File: src/rtl/pll_reset_sequencer.sv
// pll_reset_sequencer
//
// PLL supervisor and staggered reset sequencer, clocked from the PLL
// reference clock. It pulses the PLL reset, waits for a filtered lock, and
// then releases the downstream reset channels one at a time, bit 0 first.
// A lock timeout retries the PLL. A lock loss after release starts puts
// every channel back into reset and restarts the whole sequence.
//
// Ports
//   clock          reference clock
//   reset          synchronous active-high reset
//   pll_lock_i     asynchronous PLL lock, 2-flop synchronised internally
//   pll_rst_o      PLL reset, active-high
//   rst_o          per-channel resets, active-high, bit 0 released first
//   ready_o        high once every channel is released
//   lock_lost_o    one-cycle pulse when lock drops during release or run
//   retry_count_o  number of lock-timeout retries, saturates at 255
//
// State table
//   state         | meaning
//   ST_PLL_RESET  | pll_rst_o held high for PLL_RST_CYCLES cycles
//   ST_WAIT_LOCK  | PLL running, waiting for lock_s, timeout armed
//   ST_FILTER     | lock seen, counting consecutive high cycles
//   ST_RELEASE    | channels being released one per RELEASE_GAP cycles
//   ST_RUN        | all channels released, watching for lock loss

module pll_reset_sequencer #(
    parameter int NUM_RESETS     = 3,
    parameter int PLL_RST_CYCLES = 4,
    parameter int LOCK_FILTER    = 16,
    parameter int LOCK_TIMEOUT   = 1000,
    parameter int RELEASE_GAP    = 8
) (
    input  logic                  clock,
    input  logic                  reset,
    input  logic                  pll_lock_i,
    output logic                  pll_rst_o,
    output logic [NUM_RESETS-1:0] rst_o,
    output logic                  ready_o,
    output logic                  lock_lost_o,
    output logic [7:0]            retry_count_o
);

    // One shared counter serves every timed state, so it is sized for the
    // longest interval.
    localparam int MAX_PF  = (PLL_RST_CYCLES > LOCK_FILTER) ? PLL_RST_CYCLES : LOCK_FILTER;
    localparam int MAX_TG  = (LOCK_TIMEOUT > RELEASE_GAP) ? LOCK_TIMEOUT : RELEASE_GAP;
    localparam int CNT_MAX = (MAX_PF > MAX_TG) ? MAX_PF : MAX_TG;
    localparam int CW      = (CNT_MAX > 1) ? $clog2(CNT_MAX) : 1;

    localparam logic [CW-1:0] PRC_LAST = CW'(PLL_RST_CYCLES - 1);
    localparam logic [CW-1:0] LF_LAST  = CW'(LOCK_FILTER - 1);
    localparam logic [CW-1:0] TO_LAST  = CW'(LOCK_TIMEOUT - 1);
    localparam logic [CW-1:0] GAP_LAST = CW'(RELEASE_GAP - 1);

    typedef enum logic [2:0] {
        ST_PLL_RESET = 3'd0,
        ST_WAIT_LOCK = 3'd1,
        ST_FILTER    = 3'd2,
        ST_RELEASE   = 3'd3,
        ST_RUN       = 3'd4
    } state_t;

    state_t                state_q;
    logic [CW-1:0]         cnt_q;
    logic                  lock_meta_q;
    logic                  lock_s_q;
    logic                  pll_rst_q;
    logic [NUM_RESETS-1:0] rst_q;
    logic                  ready_q;
    logic                  lock_lost_q;
    logic [7:0]            retry_q;

    // Releasing a channel is a left shift with zero fill. Channels therefore
    // leave reset strictly in bit order, and the last release is the one that
    // leaves the vector empty.
    logic [NUM_RESETS-1:0] rst_next;
    assign rst_next = rst_q << 1;

    always_ff @(posedge clock) begin
        if (reset) begin
            lock_meta_q <= 1'b0;
            lock_s_q    <= 1'b0;
        end else begin
            lock_meta_q <= pll_lock_i;
            lock_s_q    <= lock_meta_q;
        end
    end

    always_ff @(posedge clock) begin
        if (reset) begin
            state_q     <= ST_PLL_RESET;
            cnt_q       <= '0;
            pll_rst_q   <= 1'b1;
            rst_q       <= '1;
            ready_q     <= 1'b0;
            lock_lost_q <= 1'b0;
            retry_q     <= 8'd0;
        end else begin
            lock_lost_q <= 1'b0;
            case (state_q)
                ST_PLL_RESET: begin
                    pll_rst_q <= 1'b1;
                    rst_q     <= '1;
                    ready_q   <= 1'b0;
                    if (cnt_q == PRC_LAST) begin
                        state_q   <= ST_WAIT_LOCK;
                        pll_rst_q <= 1'b0;
                        cnt_q     <= '0;
                    end else begin
                        cnt_q <= cnt_q + CW'(1);
                    end
                end

                ST_WAIT_LOCK: begin
                    // Lock is tested first so that a lock arriving on the
                    // timeout cycle is not thrown away.
                    if (lock_s_q) begin
                        state_q <= ST_FILTER;
                        cnt_q   <= '0;
                    end else if (cnt_q == TO_LAST) begin
                        state_q   <= ST_PLL_RESET;
                        pll_rst_q <= 1'b1;
                        cnt_q     <= '0;
                        if (retry_q != 8'hFF) begin
                            retry_q <= retry_q + 8'd1;
                        end
                    end else begin
                        cnt_q <= cnt_q + CW'(1);
                    end
                end

                ST_FILTER: begin
                    // A drop during filtering only restarts the timeout.
                    // The PLL is not reset, so it is not a retry.
                    if (!lock_s_q) begin
                        state_q <= ST_WAIT_LOCK;
                        cnt_q   <= '0;
                    end else if (cnt_q == LF_LAST) begin
                        cnt_q <= '0;
                        rst_q <= rst_next;
                        if (rst_next == '0) begin
                            state_q <= ST_RUN;
                            ready_q <= 1'b1;
                        end else begin
                            state_q <= ST_RELEASE;
                        end
                    end else begin
                        cnt_q <= cnt_q + CW'(1);
                    end
                end

                ST_RELEASE: begin
                    if (!lock_s_q) begin
                        state_q     <= ST_PLL_RESET;
                        cnt_q       <= '0;
                        pll_rst_q   <= 1'b1;
                        rst_q       <= '1;
                        ready_q     <= 1'b0;
                        lock_lost_q <= 1'b1;
                    end else if (cnt_q == GAP_LAST) begin
                        cnt_q <= '0;
                        rst_q <= rst_next;
                        if (rst_next == '0) begin
                            state_q <= ST_RUN;
                            ready_q <= 1'b1;
                        end
                    end else begin
                        cnt_q <= cnt_q + CW'(1);
                    end
                end

                ST_RUN: begin
                    if (!lock_s_q) begin
                        state_q     <= ST_PLL_RESET;
                        cnt_q       <= '0;
                        pll_rst_q   <= 1'b1;
                        rst_q       <= '1;
                        ready_q     <= 1'b0;
                        lock_lost_q <= 1'b1;
                    end
                end

                default: begin
                    state_q   <= ST_PLL_RESET;
                    cnt_q     <= '0;
                    pll_rst_q <= 1'b1;
                    rst_q     <= '1;
                    ready_q   <= 1'b0;
                end
            endcase
        end
    end

    assign pll_rst_o     = pll_rst_q;
    assign rst_o         = rst_q;
    assign ready_o       = ready_q;
    assign lock_lost_o   = lock_lost_q;
    assign retry_count_o = retry_q;

endmodule

File: config.mk
export PLATFORM = sky130hd
export DESIGN_NAME = pll_reset_sequencer
export DESIGN_NICKNAME = d
export VERILOG_FILES = /design/src/rtl/pll_reset_sequencer.sv
export SDC_FILE = /design/constraint.sdc
export NUM_CORES = 1
export LEC_CHECK = 0
export ABC_CLOCK_PERIOD_IN_PS = 5300
export CAP_MARGIN = 20
export CORE_UTILIZATION = 50
export CTS_CLUSTER_DIAMETER = 30
export DETAILED_ROUTE_END_ITERATION = 8
export PLACE_DENSITY = 0.84
export SYNTH_ARGS = -nofsm -noshare
export SYNTH_HDL_FRONTEND = slang
export SYNTH_SLANG_ARGS = --single-unit
File: constraint.sdc
create_clock -name clock -period 5.3 [get_ports clock]
set_clock_uncertainty 0.1 [all_clocks]
set_input_delay 0.795 -clock clock [delete_from_list [all_inputs] [get_ports clock]]
set_output_delay 0.795 -clock clock [all_outputs]
set_load 0.005 [all_outputs]
==> flow_summary.yaml, run 1 <==
global_route:
  grt_pass1_wl_um: 5650
  first_global_vias: 1346
  grt_overflow_total: 0
  grt_max_degree: 28
  met3_usage_pct: 5.76
  met1_usage_pct: 26.4
  use_met2_pct: 36.3
  busiest_layer: "met2"
  antenna_found_initial: 0
  groute.usage.overall_pct: 22.6
routing:
  drc: 0
  viasPerCell: 6.21
  wl_per_cell_um: 14.4
  vias: 1391
  first_pass_iters: 4
  drt_iter0_markers: 46
  wirelength_um: 3220
  antenna_left: 0
synthesis:
  synth_edf_count: 0
  synth_most_common_cell: "dfxtp_1"
  syn_nets: 186
  netlist_area_um2: 1490
  yosysWarningCount: 0
  async_flop_share_pct: 0
  yosysUniqueCellTypes: 39
  ys_ff_latch: 29
  synth_top_cells_by_area: "dfxtp_1 39%, nor2_1 6.0%, nand3_1 4.0%"
  synth-seq-area-share_pct: 38.9
  synth_top_flop_cell: "dfxtp_1"
  synth.largest_area_cell: "dfxtp_1"
  netlist_instances: 181
  avgSynthCellArea_um2: 8.24
  synth_common_cells: "29 x dfxtp_1, 24 x nor2_1, 12 x nand3_1"
  synth_top_area_share_pct: 38.9
layout:
  stdcell_count: 224
  register_area_um2: 581
  antenna_cells: 0
  area.growth.synth_to_final_pct: 13.0
  final_core_utilization_pct: 60.6
  nets: 198
  fillerInstances: 243
  multi_input_area_um2: 832
  drive_above_1_share_pct: 5.18
clock_tree:
  clock_path_buffers: 2
  ctsResizeCount: 0
  htree_levels: 2
  cts_tree: "done"
  postCtsSetupBuffers: 0
  clk_pin_slew_worst_paths_ns: 0.09
  clock-sinks: 29
  numCtsBuffers: 5
  clock_latency_ns: 0.33
  hold_buffers: 0
  cts_root_buf: "clkbuf_4"
sta:
  rsz0062_at_grt: "false"
  hold_viol: 0
  post-route-min-period_ns: 2.98
  slew_violations: 0
  relSlewSlack_pct: 29.0
  setup_violations: 0
  setup_tns_ns: 0
  tightest_slew_ns: 1.06
  period_share_pct: 56.3
  fin_ws_ns: 2.32
  max_freq_mhz: 335
die:
  dieWidth_um: 56.6
  coreArea_um2: 2780
  start_util_pct: 53.6
  rows: 19
  fp.dieH_um: 56.6
  dieArea_um2: 3210
  pin_count: 17
critical_path:
  regToRegEndpoint: "cnt_q[8]"
  timing.rr.start: "state_q[1]"
  cpPeakStageDelay_ns: 1.03
  worst_path_max_delay_cell: "a31oi_1"
  reg2regPathDepth: 6
  required_ns: 5.47
  worst_setup_path_start_kind: "input pin"
  reg2reg_slack_ns: 2.60
  end_kind: "flop"
  crit_path_max_fanout: 27
  critPathArrivalTime_ns: 3.15
  critPathKind: "in2reg"
  startpoint: "reset"
  crit_top_cell: "a31oi_1"
  cp_cell_sequence: "clkdlybuf4s50_1 -> a31oi_1 -> a41oi_1 -> a31oi_1"
  crit_path_end: "cnt_q[8]"
power_and_ir_drop:
  total_power_uw: 518
  p_per_area_nw_per_um2: 307
  irDropWorstVdd_uv: 220
  power_leakage_uw: 0.000615
run_status:
  status: "completed"
placement:
  io_buffers: 16
  hpwl_um: 2270
  dp_slack_ns: 2.04
  placedCellCount: 217
  gp_congestion: 0.832
min_path:
  hp-class: "reg2reg"
job:
  cap_violations: 0
## stage by stage
step                      hold WS [ns]  area [um2]
after floorplan                  0.314        1490
after global placement           0.322        1630
after detailed placement         0.327        1630
after CTS                        0.354        1690
after global routing             0.374        1690
final                            0.345        1690
## cell usage in the layout, fill, tap and decap left out, drive strengths merged, types with 5 or more instances in the layout
cell type       n
dfxtp          29
nor2           24
clkdlybuf4s50  16
nand3          12
a31oi           9
nand2           9
a21oi           9
o21ai           7
clkbuf          7
a211oi          6
nand2b          6
and3            6
nand4           6
nor4            5
inv             5
mux2i           5
## cell type report
type,count,share of cell area [%]
well taps,31,2.30
multi-input cells,136,49.4
repair buffers,16,9.50
inverters,5,1.11
clock buffers,7,3.27
flip-flops and latches,29,34.4
## registers in the layout (all words and copies together) (netlist names)
signal         flops
cnt_q             10
lock_lost_o        1
lock_meta_q        1
lock_s_q           1
pll_rst_o          1
ready_o            1
retry_count_o      8
rst_o              3
state_q            3
## worst min-delay path by stage
stage | from | to | slack (ns) | depth (start not counted)
after floorplan | lock_meta_q | lock_s_q | 0.31 | 1
after global placement | lock_meta_q | lock_s_q | 0.32 | 1
after detailed placement | lock_meta_q | lock_s_q | 0.33 | 1
after CTS | lock_meta_q | lock_s_q | 0.35 | 1
after global routing | lock_meta_q | lock_s_q | 0.37 | 1
final | lock_meta_q | lock_s_q | 0.35 | 1
## cells by family after synthesis
logic type | synth area share, %
and+or+nand+nor | 29.5
AOI/OAI and AO/OA | 18.3
DFF | 38.9
buffers and inverters | 5.28
xor gates and xnor gates | 2.94
muxes | 3.36
adders and majority gates | 1.68
## worst max-delay path: cells and delay by family
kind	cells	cell delay [ns]
compound gates	3	1.46
buf+inv	1	0.89
## where the power goes
group          switching, uW  total, uW  leakage, uW  internal [uW]
clock network           73.5        136    0.0000314           62.5
registers               26.0        258     0.000235            232
logic                   72.1        124     0.000349           51.7
total                    172        518     0.000615            346
## routing by layer
layer	vias to the layer above	share of wire, %
met2	53	48
li1	684	-
met1	645	44
met4	0	2.5
met5	-	0
met3	9	5.3
Power figures use the tool's default switching activity.
==> run 2: changes to the inputs <==
--- a/config.mk
+++ b/config.mk
@@ -5,7 +5,7 @@
 export SDC_FILE = /design/constraint.sdc
 export NUM_CORES = 1
 export LEC_CHECK = 0
-export ABC_CLOCK_PERIOD_IN_PS = 5300
+export ABC_CLOCK_PERIOD_IN_PS = 2850
 export CAP_MARGIN = 20
 export CORE_UTILIZATION = 50
 export CTS_CLUSTER_DIAMETER = 30
==> constraint.sdc (replaced) <==
create_clock -name clock -period 2.85 [get_ports clock]
set_clock_uncertainty 0.1 [all_clocks]
set_input_delay 0.4275 -clock clock [delete_from_list [all_inputs] [get_ports clock]]
set_output_delay 0.4275 -clock clock [all_outputs]
set_load 0.005 [all_outputs]
==> flow_summary.yaml, run 2 (same netlist as run 1, synthesis figures left out) <==
run_status:
  status: "completed"
critical_path:
  crit_path_max_fanout: 11
  crit_top_cell: "a31oi_1"
  worst_setup_path_start_kind: "flop"
  reg2reg_slack_ns: 0.52
  cp_cell_sequence: "inv_1 -> nor2_1 -> nand4_1 -> a31oi_1 -> buf_4 -> nand2b_1 -> a31oi_1"
  critPathArrivalTime_ns: 2.48
  required_ns: 3.00
  critPathKind: "reg2reg"
  cpPeakStageDelay_ns: 0.54
  worst_path_max_delay_cell: "a31oi_1"
  cp.buffers_inverters: 2
  end_kind: "flop"
  path_delay_family: "compound AO/OA/AOI/OAI gates"
global_route:
  antenna_found_initial: 0
  busiest_layer: "met2"
  grt_overflow_total: 0
  use_met2_pct: 37.1
  met1_usage_pct: 27.8
  grt_pass1_wl_um: 5710
  groute.usage.overall_pct: 22.8
  met3_usage_pct: 5.76
  first_global_vias: 1326
  grt_max_degree: 27
routing:
  antenna_left: 0
  drc: 0
  first_pass_iters: 4
  wl_per_cell_um: 14.2
  viasPerCell: 6.15
  drt_iter0_markers: 60
  vias: 1395
  wirelength_um: 3220
die:
  rows: 19
  coreArea_um2: 2780
  dieWidth_um: 56.6
  fp.dieH_um: 56.6
  pin_count: 17
  start_util_pct: 53.6
  dieArea_um2: 3210
sta:
  tightest_slew_ns: 0.546
  max_freq_mhz: 429
  rsz0062_at_grt: "false"
  relSlewSlack_pct: 63.4
  hold_ws_ns: 0.350
  post-route-min-period_ns: 2.33
  setup_violations: 0
  slew_violations: 0
  period_share_pct: 81.8
  hold_viol: 0
  fin_ws_ns: 0.520
  setup_tns_ns: 0
layout:
  drive_above_1_share_pct: 6.63
  final_cell_mix: "29 x dfxtp_1, 24 x nor2_1, 16 x clkdlybuf4s50_1"
  final_core_utilization_pct: 62.2
  area.growth.synth_to_final_pct: 16.0
  largest_reg_flops: 10
  nets: 200
  regMostFlops: "cnt_q"
  mostFrequentLayoutCell: "dfxtp_1"
  antenna_cells: 0
clock_tree:
  clock_path_buffers: 2
  cts_root_buf: "clkbuf_4"
  postCtsSetupBuffers: 0
  clock-sinks: 29
  htree_levels: 2
  ctsResizeCount: 0
  hold_buffers: 0
  cts_tree: "done"
  numCtsBuffers: 5
  clk_pin_slew_worst_paths_ns: 0.09
  clock_latency_ns: 0.33
power_and_ir_drop:
  irDropWorstVdd_uv: 537
  p_per_area_nw_per_um2: 614
  power_leakage_uw: 0.000639
placement:
  dp_slack_ns: 0.643
  gp_congestion: 0.986
  io_buffers: 16
  hpwl_um: 2240
job:
  cap_violations: 0
min_path:
  hp-class: "reg2reg"
-- run 2: layout make-up --
class | instances | area, um2
clock buffers | 7 | 55.1
flip-flops and latches | 29 | 581
fillers | 237 | 1050
multi-input cells | 136 | 832
clock inverters | 1 | 30.0
well taps | 31 | 38.8
repair buffers | 18 | 175
inverters | 5 | 18.8
-- run 2: power breakdown --
group	leakage, uW	internal, uW	switching (uW)
Sequential	0.000235	432	49.6
Combinational	0.000358	101	134
Clock	0.0000455	209	137
Total	0.000639	742	321
-- run 2: worst reg2reg max path: cells and delay by family (launching register included) --
family                 cells  cell delay, ns
AOI/OAI and AO/OA          2            0.70
DFF                        1            0.53
buffers and inverters      2            0.38
and+or+nand+nor            3            0.54
-- run 2: metrics by stage --
step / total power [uW] / instances / instance area, um2
after floorplan: 677 / 181 / 1490
after global placement: 710 / 219 / 1650
after detailed placement: 720 / 219 / 1650
after CTS: 1070 / 227 / 1730
after global routing: 1120 / 227 / 1730
final: 1060 / 227 / 1730
-- run 2: path summary, 6_finish.rpt --
| path | start | endpoint | cells past startpoint |
|---|---|---|---|
| worst max-delay path | state_q[1] | cnt_q[4] | 7 |
| worst min-delay path | lock_meta_q | lock_s_q | 1 |
| worst max register to register | state_q[1] | cnt_q[4] | 7 |
| worst min register to register | lock_meta_q | lock_s_q | 1 |
-- run 2: metal layers --
metal / up-vias / wire (um) / part of all wire, %
met5: - / 0 / 0
met4: 0 / 51 / 1.6
met3: 8 / 145 / 4.5
met2: 43 / 1540 / 48
met1: 656 / 1480 / 46
li1: 688 / - / -
==> run 3: changes to the inputs <==
==> config.mk (replaced) <==
export PLATFORM = sky130hd
export DESIGN_NAME = pll_reset_sequencer
export DESIGN_NICKNAME = d
export VERILOG_FILES = /design/src/rtl/pll_reset_sequencer.sv
export SDC_FILE = /design/constraint.sdc
export NUM_CORES = 1
export LEC_CHECK = 0
export ABC_CLOCK_PERIOD_IN_PS = 1900
export CAP_MARGIN = 20
export CORE_UTILIZATION = 49
export CTS_CLUSTER_DIAMETER = 30
export DETAILED_ROUTE_END_ITERATION = 8
export PLACE_DENSITY = 0.86
export SYNTH_ARGS = -nofsm -noshare
export SYNTH_HDL_FRONTEND = slang
export SYNTH_SLANG_ARGS = --single-unit
==> constraint.sdc (replaced) <==
create_clock -name clock -period 1.9 [get_ports clock]
set_clock_uncertainty 0.1 [all_clocks]
set_input_delay 0.285 -clock clock [delete_from_list [all_inputs] [get_ports clock]]
set_output_delay 0.285 -clock clock [all_outputs]
set_load 0.005 [all_outputs]
==> flow_summary.yaml, run 3 (same netlist as run 1, synthesis figures left out) <==
clock_tree:
  hold_buffers: 0
  cts_tree: "done"
  numCtsBuffers: 5
  clock_path_buffers: 2
  clk_pin_slew_worst_paths_ns: 0.10
  clock_latency_ns: 0.33
  clock-sinks: 29
  cts_root_buf: "clkbuf_4"
  htree_levels: 2
routing:
  drt_iter0_markers: 124
  first_pass_iters: 4
  met2_wirelength_um: 1910
  antenna_left: 0
  m1WireLength_um: 1610
  viasPerCell: 6.41
  met3_wirelength_um: 296
  wl_per_cell_um: 16.1
  top_layer: "met4"
  drc: 0
  vias: 1595
  wirelength_um: 4020
global_route:
  grt_max_degree: 20
  groute.usage.overall_pct: 26.2
  first_global_vias: 1479
  grt_pass1_wl_um: 6540
  antenna_found_initial: 0
  grt_overflow_total: 0
critical_path:
  crit_cells: 5
  timing.rr.start: "state_q[0]"
  path_delay_family: "compound AO/OA/AOI/OAI gates"
  crit_path_max_fanout: 7
  crit_path_end: "state_q[1]"
  critPathArrivalTime_ns: 1.96
  cp_cell_sequence: "nor2_1 -> and2_1 -> o21ai_0 -> nand4_1 -> a311o_1"
  startpoint: "state_q[0]"
  cp.buffers_inverters: 0
  reg2reg_slack_ns: 0.06
  cpPeakStageDelay_ns: 0.46
  end_kind: "flop"
  regToRegEndpoint: "state_q[1]"
  worst_path_max_delay_cell: "dfxtp_1"
  reg2regPathDepth: 5
  critPathKind: "reg2reg"
  worst_setup_path_start_kind: "flop"
  required_ns: 2.02
sta:
  relSlewSlack_pct: 71.0
  rsz0062_at_grt: "true"
  slew_violations: 0
  max_freq_mhz: 544
  setup_violations: 0
  hold_viol: 0
  post-route-min-period_ns: 1.84
  period_share_pct: 96.8
  hold_ws_ns: 0.353
  tightest_slew_ns: 0.430
layout:
  register_area_um2: 592
  fillerInstances: 206
  antenna_cells: 0
  regMostFlops: "cnt_q"
  stdcell_count: 249
  nets: 222
  final_cell_mix: "24 x nor2_1, 24 x buf_4, 22 x dfxtp_1"
  multi_input_area_um2: 876
  largest_reg_flops: 10
  drive_above_1_share_pct: 22.5
  area.growth.synth_to_final_pct: 31.0
  final_core_utilization_pct: 69.1
die:
  start_util_pct: 52.7
  dieWidth_um: 57.2
  fp.dieH_um: 57.2
  coreArea_um2: 2830
  rows: 19
  pin_count: 17
  dieArea_um2: 3270
placement:
  io_buffers: 16
  gp_congestion: 0.946
  placedCellCount: 239
  hpwl_um: 2800
power_and_ir_drop:
  p_per_area_nw_per_um2: 902
  power_leakage_uw: 0.000763
  irDropWorstVdd_uv: 579
run_status:
  status: "completed"
job:
  cap_violations: 0
min_path:
  hp-class: "reg2reg"
==> run 3: final cells by class <==
cell class	instances	area share, %
tap	31	1.98
clock buffer	6	2.62
clock inverter	2	1.92
timing repair buffer	40	17.4
inverter	5	0.960
sequential	29	30.3
multi-input combinational	136	44.8
==> run 3: worst reg2reg max path: cells and delay by family, from the launching register on <==
kind / cells / cell delay [ns]
AO/OA/AOI/OAI: 2 / 0.63
flip-flops: 1 / 0.46
AND/OR/NAND/NOR: 3 / 0.53
==> run 3: power breakdown <==
group / switching [uW] / internal, uW
Clock: 231 / 313
Sequential: 41.8 / 650
Combinational: 285 / 244
==> run 3: worst min path at each step <==
stage | startpoint | end | slack, ns | depth (start not counted)
2_1_floorplan | pll_lock_i | lock_meta_q | 0.31 | 1
3_3_place_gp | lock_meta_q | lock_s_q | 0.33 | 1
3_5_place_dp | lock_meta_q | lock_s_q | 0.34 | 1
4_1_cts | lock_meta_q | lock_s_q | 0.36 | 1
5_1_grt | lock_meta_q | lock_s_q | 0.37 | 1
6_report | lock_meta_q | lock_s_q | 0.35 | 1
==> run 3: metal layers <==
layer	track usage, %	vias to the layer above
met5	0	-
met4	19.5	0
met3	7.03	29
met1	29.6	722
met2	42.5	106
li1	-	738
==> run 3: what timing repair did <==
item | 4_1_cts | 5_1_grt
buffers inserted | 0 | 2
resized for setup | 7 | 8
endpoints found under the setup margin | 8 | 15
pin swaps | 0 | 4
==> run 3: through the flow <==
step | power, uW | area [um2] | setup slack (ns) | TNS, ns
after floorplan | 1020 | 1500 | 0.00929 | 0
after global placement | 1150 | 1800 | -0.00487 | -0.00487
after detailed placement | 1170 | 1800 | -0.102 | -0.350
after CTS | 1700 | 1920 | 0.00512 | 0
after global routing | 1850 | 1950 | -0.0294 | -0.0494
final | 1760 | 1950 | 0.0605 | 0
